**src/rtl/if_fetch_queue_pkg.sv**
```systemverilog
// Shared fetch-stage constants: reset/enable polarities, bus widths and stall encoding.
package if_fetch_queue_pkg;

    localparam logic        RST_ENABLE  = 1'b1;
    localparam logic        CHIP_ENABLE = 1'b1;
    localparam int          INST_ADDR_W = 32;
    localparam int          INST_W      = 32;
    localparam logic [31:0] ZERO_WORD   = 32'h0000_0000;
    localparam logic        STOP        = 1'b1;
    localparam logic        NO_STOP     = 1'b0;

endpackage

```
**src/rtl/if_fetch_queue_mem.sv**
```systemverilog
// DEPTH-entry register array holding {pc, inst} pairs; one write port, one async read port.
module if_fetch_queue_mem #(
    parameter int DEPTH = 2,
    parameter int WIDTH = 64,
    parameter int PTR_W = 1
) (
    input  logic             clk,
    input  logic             we,
    input  logic [PTR_W-1:0] waddr,
    input  logic [WIDTH-1:0] wdata,
    input  logic [PTR_W-1:0] raddr,
    output logic [WIDTH-1:0] rdata
);

    logic [WIDTH-1:0] mem_r [DEPTH];

    // Storage write; contents are deliberately left unreset.
    always_ff @(posedge clk) begin
        if (we) begin
            mem_r[waddr] <= wdata;
        end
    end

    assign rdata = mem_r[raddr];

endmodule

```
**src/rtl/if_fetch_queue.sv**
```systemverilog
// In-order fetch queue between PC/ROM and decode with valid/ready handshake, full stall and flush.
module if_fetch_queue
    import if_fetch_queue_pkg::*;
#(
    parameter int DEPTH  = 2,
    parameter int ADDR_W = INST_ADDR_W,
    parameter int DATA_W = INST_W
) (
    input  logic                   clk,
    input  logic                   rst,
    input  logic [ADDR_W-1:0]      pc_i,
    input  logic                   ce_i,
    input  logic [DATA_W-1:0]      inst_i,
    input  logic                   flush_i,
    input  logic                   id_ready,
    output logic                   id_valid,
    output logic [ADDR_W-1:0]      id_pc,
    output logic [DATA_W-1:0]      id_inst,
    output logic                   stall_o,
    output logic [$clog2(DEPTH):0] count_o
);

    localparam int PTR_W = $clog2(DEPTH);
    localparam int CNT_W = PTR_W + 1;
    localparam int ENT_W = ADDR_W + DATA_W;

    logic [PTR_W-1:0] wr_ptr_r;
    logic [PTR_W-1:0] rd_ptr_r;
    logic [CNT_W-1:0] count_r;
    logic             push_s;
    logic             pop_s;
    logic [ENT_W-1:0] head_s;

    if_fetch_queue_mem #(
        .DEPTH (DEPTH),
        .WIDTH (ENT_W),
        .PTR_W (PTR_W)
    ) u_mem (
        .clk   (clk),
        .we    (push_s),
        .waddr (wr_ptr_r),
        .wdata ({pc_i, inst_i}),
        .raddr (rd_ptr_r),
        .rdata (head_s)
    );

    // Stall depends on the count register alone so the PC path never sees id_ready.
    assign stall_o  = (count_r == CNT_W'(DEPTH)) ? STOP : NO_STOP;
    assign id_valid = (count_r != {CNT_W{1'b0}});
    assign count_o  = count_r;

    assign push_s = (ce_i == CHIP_ENABLE) & (stall_o == NO_STOP) & ~flush_i & (rst != RST_ENABLE);
    assign pop_s  = id_valid & id_ready & ~flush_i;

    // Head presentation: zero (NOP) whenever the queue is empty.
    always_comb begin
        id_pc   = ADDR_W'(ZERO_WORD);
        id_inst = DATA_W'(ZERO_WORD);
        if (id_valid) begin
            id_pc   = head_s[ENT_W-1:DATA_W];
            id_inst = head_s[DATA_W-1:0];
        end else begin
            id_pc   = ADDR_W'(ZERO_WORD);
            id_inst = DATA_W'(ZERO_WORD);
        end
    end

    // Pointer and occupancy update; reset beats flush, flush beats push/pop.
    always_ff @(posedge clk) begin
        if (rst == RST_ENABLE) begin
            wr_ptr_r <= {PTR_W{1'b0}};
            rd_ptr_r <= {PTR_W{1'b0}};
            count_r  <= {CNT_W{1'b0}};
        end else if (flush_i) begin
            wr_ptr_r <= {PTR_W{1'b0}};
            rd_ptr_r <= {PTR_W{1'b0}};
            count_r  <= {CNT_W{1'b0}};
        end else begin
            // DEPTH is a power of two, so natural pointer overflow is the wrap.
            if (push_s) begin
                wr_ptr_r <= wr_ptr_r + PTR_W'(1);
            end
            if (pop_s) begin
                rd_ptr_r <= rd_ptr_r + PTR_W'(1);
            end
            count_r <= count_r + CNT_W'(push_s) - CNT_W'(pop_s);
        end
    end

endmodule

```
**config.mk**
```make
export PLATFORM = sky130hd
export DESIGN_NAME = if_fetch_queue
export DESIGN_NICKNAME = d
export VERILOG_FILES = /design/src/rtl/if_fetch_queue_pkg.sv /design/src/rtl/if_fetch_queue_mem.sv /design/src/rtl/if_fetch_queue.sv
export SDC_FILE = /design/constraint.sdc
export NUM_CORES = 1
export LEC_CHECK = 0
export BUFFER_PORTS_ARGS = -buffer_cell sky130_fd_sc_hd__buf_2
export CAP_MARGIN = 15
export CORE_AREA = 8 8 109 111
export DETAILED_ROUTE_END_ITERATION = 12
export DIE_AREA = 0 0 117 119
export PLACE_DENSITY = 0.79
export SYNTH_ARGS = -nofsm -noshare
export SYNTH_HDL_FRONTEND = slang
export SYNTH_SLANG_ARGS = --single-unit
```
**constraint.sdc**
```tcl
create_clock -name clk -period 5.8 [get_ports clk]
set_input_delay 1.16 -clock clk [delete_from_list [all_inputs] [get_ports clk]]
set_output_delay 1.16 -clock clk [all_outputs]
set_load 0.02 [all_outputs]
```
Word-level counts from Yosys, hierarchy flattened
Memories as Yosys holds them, arrays and structs flattened. A register that Yosys moved wholly into a read port is not among the register bits.
Cells that the tools add are included.
Widths: inputs -> output; s select.
{ "totals": {"word_cells": 26, "reg_bits": 4, "rom_bits": 0, "latch_bits": 0, "mem_count": 1, "out_inout_bits": 68, "ramBits": 128} }
{ "mem_list": {"columns": ["memory", "depth", "word_bits", "rd", "rd_clocked_by_memory_dff", "wr", "line_no", "rtl"], "rows": [
  ["u_mem.mem_r", 2, 64, 1, 1, 1, "if_fetch_queue_mem.sv:15", "logic [WIDTH-1:0] mem_r [DEPTH];"]
]} }
{ "op_classes": {"reduce_logical": 2, "addsub": 4, "magnitude_cmp": 0, "bitwise_logic": 8, "mul": 0, "div": 0, "shifts": 0, "muxes": 7, "eq_ne": 1} }
{ "op_table": {"columns": ["op", "count"], "rows": [
  ["$mux 32", 2],
  ["$and 1x1->1", 5],
  ["$mux 1", 5],
  ["$not 1->1", 3],
  ["$add 1x1->1 const B", 2],
  ["$add 2x1->2", 1],
  ["$eq 2x2->1 const B", 1],
  ["$reduce_bool 2->1", 1],
  ["$reduce_or 2->1", 1],
  ["$sub 2x1->2", 1]
]} }

Logic depth before layout (Yosys ltp)
{ "logic_depth": {"word_depth": 8, "ltp_mapped": 8, "ltp_nobuf": 8} }

By module
Synthesis repeated with hierarchy kept, for this count alone.
{ "hier_totals": {"hier_cells": 297, "hier_area_um2": 5620.4} }
{ "modules_own_cells": {"columns": ["module", "seq_area_each_um2", "cells_per_inst", "area_per_inst_um2", "n_inst"], "rows": [
  ["if_fetch_queue_mem", 3843.7, 201, 4933.5, 1],
  ["if_fetch_queue", 80.1, 96, 686.9, 1]
]} }

Least setup slack after synthesis
OpenSTA, ideal clock, no wires.
{ "synth_path": {"kind": "input -> register", "from": "input flush_i", "to": "memory u_mem.mem_r[0][0] (enable)", "n_path_buf": 0, "setup_time_ns": 0.486, "arrival_ns": 4.121, "cell_stages": 3, "setup_slack_ns": 1.193, "t_required_ns": 5.314, "cell_sequence": "nor2_2 nand3_1 nor2_1"} }
{ "synth_via": {"elab_chain_len": 5} }
{ "synth_lines": {"columns": ["element", "line_no", "rtl"], "rows": [
  ["start, declared", "if_fetch_queue.sv:14", "input logic flush_i,"],
  ["$not 1->1", "if_fetch_queue.sv:52", "assign push_s = (ce_i == CHIP_ENABLE) & (stall_o == NO_STOP) & ~flush_i & (rst != RST_ENABLE);"],
  ["$and 1x1->1 (2 in a row)", "if_fetch_queue.sv:52", null],
  ["$mux 1", "if_fetch_queue_mem.sv:19", "if (we) begin"],
  ["$mux 1 (implied by the code)", "if_fetch_queue_mem.sv:20", "mem_r[waddr] <= wdata;"],
  ["end, declared", "if_fetch_queue_mem.sv:15", null]
]} }
Every way passes these cells.

==> reports/metrics.cfg <==
[worst_setup_path]
crit_path_end_kind=output port
critPathMaxFanout=64
crit_path_cell_trace=mux2i_1 -> nor2_1 -> buf_2
start_kind=flop
crit_type=flop to output port
worst-r2r-cell-count=4
slowest_stage=dfxtp_4
worstPathRequired_ns=4.64
arrival_ns=2.26
slowest_delay_ns=1.06

[min_path]
min_path_type=flop to flop
holdPathStages=2

[timing]
min_period_ns=3.42
relSlewSlack=0.232
rsz0062_at_grt=false
finalSetupViolations=0
finalHoldViolCount=0
slew_viol_final=0
fin_ws_ns=2.38
worst_slew_pin_slew_ns=1.15
max_freq_mhz=292
setup_tns_ns=0
clock_skew_ns=0.00561
period_share=0.590

[floorplan]
rows=37
fp.dieW_um=117
coreArea_mm2=0.0101
ios=137
start_util=0.507
die_y_um=119
die-area_mm2=0.0139

[power]
leakagePower_nw=2.43
ir_drop_mv=0.216
p_per_area_mw_per_mm2=340

[yosys]
postSynthCellCount=298
synth_seq_cells=133
synth_area_leaders=edfxtp_1, mux2i_1, nor2_1
synth_cell_type_count=21
synth_nets=369
yosysWarnings=0
yosysTopAreaCell=edfxtp_1
yosysMostFrequentCell=edfxtp_1
async_flop_share=0
yosys.area.top_type_share=0.752
synth_common_cells=edfxtp_1, nor2_1, mux2i_1
synth-edff-count=128
yosysSeqAreaShare=0.771
synthFlopType=edfxtp_1
syn_avg_cell_area_um2=17.2
netlist_area_mm2=0.00511

[detailed_routing]
drc=0
antenna_left=0
firstDrtPassIters=4
vias=2888
drtIter0Drc=131
wire_per_inst_um=16.7
vias_per_cell=4.89
drt_wl_total_um=9840

[layout]
layout.nets=513
stdcell_area_mm2=0.00644
num_antenna_cells=0
area_growth_pct=26.0
drive_gt1_frac=0.385

[grt]
use_met2=0.242
use_met3=0.0576
first_global_vias=3173
grt_start_max_net_pins=65
grt_pass1_wl_um=15200
use_met1=0.156
top_usage_layer=met2
grtUsageTotal=0.144
grt_overflow_total=0
antenna_found_initial=1

[run]
drv_cap=0

[clocking]
post-cts-setup-buffer-count=0
clk_path_buf_depth=2
ctsResizeCount=0
cts_hold_buf=0
cts_tree=done
cts_made_buffers=17
cts_htree_levels=4
clk_latency_ns=0.50
clkTransAtPathRegs_ns=0.06
cts-root-buf=clkbuf_8
clock-sinks=133

[place]
hpwl_um=6400
gp_congestion=0.762
place_ws_ns=2.38
numPortBuffers=136
postPlaceCellArea_mm2=0.00586

[run_status]
outcome=complete, no violations

layer usage:
layer,up-vias,wire [um]
li1,1389,-
met1,1374,3970
met2,110,4950
met3,13,795
met4,2,120
met5,-,10
power breakdown:
| part | leakage (nW) | internal (mW) | switching (mW) | total (mW) |
|---|---|---|---|---|
| clock network | 0.278 | 0.652 | 0.379 | 1.03 |
| logic | 0.949 | 0.0324 | 0.0490 | 0.0814 |
| registers | 1.20 | 1.07 | 0.00653 | 1.08 |
| total | 2.43 | 1.76 | 0.435 | 2.19 |
cell families (layout without fill, tap and decap cells):
logic type / count (synthesis) / count (layout) / synth area share
AO/OA/AOI/OAI: 2 / 2 / 0.00220
XOR/XNOR: 3 / 3 / 0.00514
adder cells (fa/ha/maj): 2 / 2 / 0.00489
buffers and inverters: 17 / 174 / 0.0308
flip-flops: 133 / 133 / 0.771
multiplexers: 64 / 64 / 0.125
AND/OR/NAND/NOR: 77 / 77 / 0.0602
cell usage in the layout (no fill, tap or decap), types with 2 or more instances in the layout:
cell type   netlist  routed
inv_1             2       2
nor3_1            2       2
dfxtp_1           5       4
ha_1              2       2
clkbuf_1          1       2
bufinv_16         0       3
clkinv_4          0       3
nor2_4            0       2
clkbuf_16         0      16
clkinv_2          0       4
buf_2             0     136
edfxtp_1        128     128
mux2i_1          64      64
and2_1            3       3
xnor2_1           2       2
nor2_1           67      65
buf_4             1       3
clkinvlp_4        0       3
flip-flops by register name, summed over array words and instances (netlist names), named ones only:
name         flops
rd_ptr_r         1
count_o          2
u_mem.mem_r    128
wr_ptr_r         1
area by class of cell:
class / instances / area [um^2]
inverter: 3 / 11.3
clock inverter: 13 / 159
sequential: 133 / 3950
fill: 777 / 3650
tap: 136 / 170
timing repair buffer: 139 / 703
clock buffer: 19 / 422
multi-input combinational: 148 / 1030
final timing paths:
path,from,to,slack (ns)
setup / recovery,flop,id_pc[4],2.38
hold / removal,wr_ptr_r,wr_ptr_r,0.55
setup reg to reg,count_o[0],u_mem.mem_r[0][59],3.30
hold reg to reg,wr_ptr_r,wr_ptr_r,0.55
through the flow:
stage	util	hold WS [ns]	cells	power, mW
2_1_floorplan	-	0.467	298	1.14
3_3_place_gp	0.581	0.517	559	1.18
3_5_place_dp	0.581	0.543	559	1.18
4_1_cts	0.638	0.557	591	2.21
5_1_grt	0.638	0.585	591	2.26
6_report	0.638	0.553	591	2.19
critical path: cells and delay by family, from the launching register on:
kind,cells,cell delay [ns]
buffers and inverters,1,0.19
and+or+nand+nor,1,0.18
muxes,1,0.23
DFF,1,1.06
(Power assumes the default switching activity.)
